<file path="src/rtl/booth_mul_arbiter.sv">
// Round-robin arbiter/sequencer sharing one Booth multiplier among NREQ requesters.
// Optional watchdog on the multiplier wait: define BOOTH_ARB_WATCHDOG_EN.
module booth_mul_arbiter #(
    parameter int unsigned NREQ  = 4,
    parameter int unsigned WIDTH = 16,
    localparam int unsigned IDW  = $clog2(NREQ)
) (
    input  logic                    clk,
    input  logic                    rst,
    input  logic [NREQ-1:0]         req,
    input  logic [NREQ*WIDTH-1:0]   req_m,
    input  logic [NREQ*WIDTH-1:0]   req_q,
    output logic [NREQ-1:0]         gnt,
    output logic                    rsp_valid,
    output logic [IDW-1:0]          rsp_id,
    output logic [2*WIDTH-1:0]      rsp_prod,
    output logic                    rsp_err,
    output logic                    mul_start,
    output logic [WIDTH-1:0]        mul_m,
    output logic [WIDTH-1:0]        mul_q,
    input  logic                    mul_done,
    input  logic [2*WIDTH-1:0]      mul_prod
);

    typedef enum logic [1:0] {StIdle, StLaunch, StWait, StResp} state_e;

    state_e           state_q, state_d;
    logic [IDW-1:0]   ptr_q, ptr_d, cur_id, win_idx;
    logic [WIDTH-1:0] win_m, win_q;
    logic             any_req;
    logic             wd_fire;

    // First set request at or after ptr_q, wrapping around.
    always_comb begin
        int unsigned idx;
        idx     = 0;
        any_req = 1'b0;
        win_idx = '0;
        win_m   = '0;
        win_q   = '0;
        for (int unsigned k = 0; k < NREQ; k++) begin
            idx = (32'(ptr_q) + k) % NREQ;
            if (!any_req && req[idx]) begin
                any_req = 1'b1;
                win_idx = IDW'(idx);
                win_m   = req_m[idx*WIDTH +: WIDTH];
                win_q   = req_q[idx*WIDTH +: WIDTH];
            end
        end
        if (32'(win_idx) == NREQ - 1) begin
            ptr_d = '0;
        end else begin
            ptr_d = win_idx + 1'b1;
        end
    end

    always_comb begin
        state_d = state_q;
        unique case (state_q)
            StIdle:   if (any_req) state_d = StLaunch;
            StLaunch: state_d = StWait;  // done ignored: may be a stale level
            StWait:   if (mul_done || wd_fire) state_d = StResp;
            StResp:   state_d = StIdle;
            default:  state_d = StIdle;
        endcase
    end

    // Decoded from state so an asynchronous reset clears them at once.
    always_comb begin
        gnt = '0;
        if (state_q == StLaunch) gnt[cur_id] = 1'b1;
        mul_start = (state_q == StLaunch);
        rsp_valid = (state_q == StResp);
    end

    always_ff @(posedge clk or posedge rst) begin
        if (rst) begin
            state_q  <= StIdle;
            ptr_q    <= '0;
            cur_id   <= '0;
            mul_m    <= '0;
            mul_q    <= '0;
            rsp_id   <= '0;
            rsp_prod <= '0;
        end else begin
            state_q <= state_d;
            if (state_q == StIdle && any_req) begin
                ptr_q  <= ptr_d;
                cur_id <= win_idx;
                mul_m  <= win_m;
                mul_q  <= win_q;
            end
            if (state_q == StWait) begin
                if (mul_done) begin
                    rsp_prod <= mul_prod;
                    rsp_id   <= cur_id;
                end else if (wd_fire) begin
                    rsp_prod <= '0;
                    rsp_id   <= cur_id;
                end
            end
        end
    end

`ifdef BOOTH_ARB_WATCHDOG_EN
    localparam int unsigned WDW = $clog2(4 * WIDTH + 1);

    logic [WDW-1:0] wd_cnt;

    // Expires on the last of 4*WIDTH WAIT cycles without a done.
    assign wd_fire = (state_q == StWait) && !mul_done && (wd_cnt == WDW'(1));

    always_ff @(posedge clk or posedge rst) begin
        if (rst) begin
            wd_cnt  <= '0;
            rsp_err <= 1'b0;
        end else begin
            if (state_q == StLaunch) begin
                wd_cnt <= WDW'(4 * WIDTH);
            end else if (state_q == StWait && wd_cnt != '0) begin
                wd_cnt <= wd_cnt - 1'b1;
            end
            if (state_q == StWait) begin
                if (mul_done) begin
                    rsp_err <= 1'b0;
                end else if (wd_fire) begin
                    rsp_err <= 1'b1;
                end
            end
        end
    end
`else
    assign wd_fire = 1'b0;
    assign rsp_err = 1'b0;
`endif

endmodule
</file>
<file path="config.mk">
export PLATFORM = sky130hd
export DESIGN_NAME = booth_mul_arbiter
export DESIGN_NICKNAME = d
export VERILOG_FILES = /design/src/rtl/booth_mul_arbiter.sv
export SDC_FILE = /design/constraint.sdc
export NUM_CORES = 1
export LEC_CHECK = 0
export CAP_MARGIN = 20
export CORE_ASPECT_RATIO = 0.5
export CORE_MARGIN = 4
export CORE_UTILIZATION = 47
export DETAILED_ROUTE_END_ITERATION = 7
export PLACE_DENSITY = 0.82
export SLEW_MARGIN = 25
export SYNTH_ARGS = -nofsm -noshare
export SYNTH_HDL_FRONTEND = slang
export SYNTH_SLANG_ARGS = --single-unit
export TNS_END_PERCENT = 20
</file>
<file path="constraint.sdc">
create_clock -name clk -period 3.1 [get_ports clk]
set_clock_uncertainty 0.05 [all_clocks]
set_input_delay 0.62 -clock clk [delete_from_list [all_inputs] [get_ports clk]]
set_output_delay 0.62 -clock clk [all_outputs]
set_load 0.05 [all_outputs]
</file>
==> results.md <==
* Setup_tns at 0 ns
* Met1 Track Usage GR at 30.73%
* Arrival @ worst endpoint at 2.23 ns
* Worst min-delay path category: flop to flop
* Worst-path maximum fanout at 5
* Most frequently used flop master after synthesis: dfrtp_1
* Pleak at approximately 3.7 nW
* CP max stage cell: clkdlybuf4s50_1
* Clk buf depth at 2
* Mapped cell area at ~0.007 sq mm
* Clock share of power at 9.4%
* Number of buffers added for setup after CTS at 0
* Seq pwr share at 17.7%
* Die footprint at 0.01708 sq mm
* Routed length per instance at 21.24 microns
* CTS H-tree lvls at 3
* CTS sink cnt at 72
* CTS tree: yes
* Worst R2R Setup Slack at 0.59 ns
* CP top delay family: buffers and inverters
* Placement Rows at 31
* Sequential element share of the synthesized area at 25.66%
* Type of element launching the critical path: flop
* Starting DRT DRC Count at 526
* Final design utilization at 67.72%
* First-pass GRT wire length at 32910 microns
* CP required at approximately 2.4 ns
* R2R cell count at 5
* Tmin final at 2.896 ns
* Internal power at 5.528 mW
* Sw frac at between 40% and 50%
* Clock slew at reported path FFs at ~0.070 ns
* Max Clk Rate at 345.2 MHz
* DP HPWL at roughly 15000 microns
* Beginning of the worst register-to-register path: ptr_q[0]
* Commonest cells in the netlist: mux4_2 (95), dfrtp_1 (72), mux2i_1 (65)
* Slew Viols, Final at 0
* CP Cell Sequence: inv_1 -> ha_1 -> nor3b_1 -> clkdlybuf4s50_1
* RSZ-0062 raised after global routing: false
* IO buf count at 238
* Critical path class: flop to output pin
* Final Power at ~11 mW
* I/O pin cnt at 240
* Yosys warns at 0
* Drt first pass iters at 7
* Core area at 0.01455 sq mm
* Final hold viol count at 0
* Syn Area/Cell at 12.23 sq um
* Synth area leaders: mux4_2 (30%), dfrtp_1 (26%), mux2i_1 (9.3%), mux2_2 (5.5%), o221ai_1 (4.1%)
* Worst skew pair latency at 0.34 ns
* Post-synthesis cell type count at 54
* Cell depth of the worst setup path at 4
* Overall routed net length at 20900 microns
* Worst slew margin at 50.99%
* Crit. End Element: output pin
* Post-synth top area share at a little under a third
* Crit share post-route at 93.44%
* Antenna diode count at 0
* Logic pwr share at 72.9%
* R2r endpoint: mul_m[1]
* VDD IR-drop max at 0.7037 mV
* CP endpoint: gnt[0]
* Antenna-violating nets left at 0
* Pwr dens at about 1100 mW/mm^2
* Met3 usage at 3.848%
* Fillers at approximately 1100
* Slowest stage delay, CP at 0.88 ns
* Via count at 6382
* Initial antenna violation count at 0
* Clock buffer count from CTS at 9
* CTS Hold Bufs at 0
* Max capacitance violation total at 0
* Most numerous cell in the Yosys netlist: mux4_2
* Die X at 180.9 microns
* DR DRC count at 0
* Grt met2 use at 40.24%
* Root Driver: clkbuf_16
* Seq cells post-synth at 72
* Syn nets at 745
* Final worst setup slack at 0.2035 ns
* Chip height at 94.43 microns
* Status: finished, final reports clean
* Final setup fails at 0
* Area growth, synth to finish at 40.27%
* Hold Crit Depth at 1
* Vias per cell at ~6.5
* Number of enable flip-flop cells after synthesis at 0
* Post-CTS Resized at 0
* Vias in the first global route at around 6300
* Dpl cells at 968
* Worst hold slack at about 0.45 ns
* Area of placed instances at between 0.009 and 0.01 sq mm
* Global Route Usage Sum at 23.50%
* Net Sw Power at 5.037 mW
* Worst Tran Pin Value at 0.7344 ns
* Asr flop ratio synth at 100.0%
* Share of layout cells above drive strength 1 at 23.54%
* GRT Residual Overflow at 0
* Cells after synthesis at between 500 and 600
* Worst slack, placed at 0.06295 ns
* Routability Congestion at 0.8511
* Post-route design area at between 0.009 and 0.01 sq mm
* GRT busiest layer: met2
* Crit. Startpoint: state_q[1]
* Layout net count at 952
* Largest net degree at the start of global routing at 61
* Area leader, netlist: mux4_2
* Fin cells at 984
* Initial Util at between 40% and 50%
* CP bufs+invs at 2
==> power by group through the flow <==
stage / Combinational [mW] / Clock, mW / Sequential (mW)
floorplan: 4.30 / 0 / 3.25
CTS: 7.74 / 1.01 / 1.87
global route: 8.20 / 1.05 / 1.93
global placement: 7.55 / 0 / 1.87
detailed placement: 7.72 / 0 / 1.88
finish: 7.70 / 0.991 / 1.87
==> worst register-to-register path: stages (launching register included) <==
cell	delay [ns]
dfrtp_4	0.79
buf_12	0.45
mux4_2	0.59
nor2b_1	0.15
a221oi_1	0.26
o21ai_1	0.09
==> final cells by class <==
cell class                      instances  area, sq um  area share, %
Clock inverter                          6        45.04         0.4573
Multi-Input combinational cell        429         4841          49.15
Timing Repair Buffer                  262         2650          26.91
Inverter                                7        27.53         0.2795
Tap cell                              198        247.7          2.515
Sequential cell                        72         1809          18.37
Clock buffer                           10        229.0          2.325
==> worst min path at each step <==
stage	endpoint	start
2_1_floorplan	cur_id[1]	cur_id[1]
3_3_place_gp	rsp_prod[23]	rsp_prod[23]
3_5_place_dp	rsp_prod[12]	rsp_prod[12]
4_1_cts	rsp_prod[12]	rsp_prod[12]
5_1_grt	rsp_prod[8]	rsp_prod[8]
6_report	rsp_prod[8]	rsp_prod[8]
==> flip-flops by register name, summed over array words and instances (netlist names) <==
name and count:
state_q 2, mul_q 16, rsp_prod 32, cur_id 2, ptr_q 2, mul_m 16
rsp_id 2
==> cell usage in the layout (no fill, tap or decap), drive strengths merged, types with 2 or more instances in the layout <==
cell and n:
clkinv 3, clkinvlp 3, mux4 95, buf 24, or2 3, dfrtp 72, o22a 4, a211oi 2
nand3 2, nor4bb 2, o22ai 2, nand2 8, ha 4, o21ai 65, clkbuf 10, nor2 5
a21oi 4, nor2b 37, a221oi 32, inv 7, mux2i 65, or3b 2, nor4b 3, clkdlybuf4s50 238
o221ai 33, o211ai 2, mux2 34, nand2b 4, and3 2
==> kinds of logic (layout without fill, tap and decap cells) <==
group,after synthesis,after routing,synth area share [%]
compound gates,153,153,15.88
buf+inv,73,285,5.560
fa+ha+maj,4,4,0.7128
simple gates,76,76,6.825
xor+xnor,1,1,0.1248
other cells,1,1,0.05341
mux,194,194,45.19
flops,72,72,25.66
==> per-layer routing <==
metal,wire length [microns],share of wire [%],vias to the layer above
li1,-,-,2811
met1,8459,40,3226
met2,10380,50,298
met3,1459,7.0,47
met4,606,2.9,0
met5,0,0,-
Note: power is estimated with default switching activity, not from simulation.
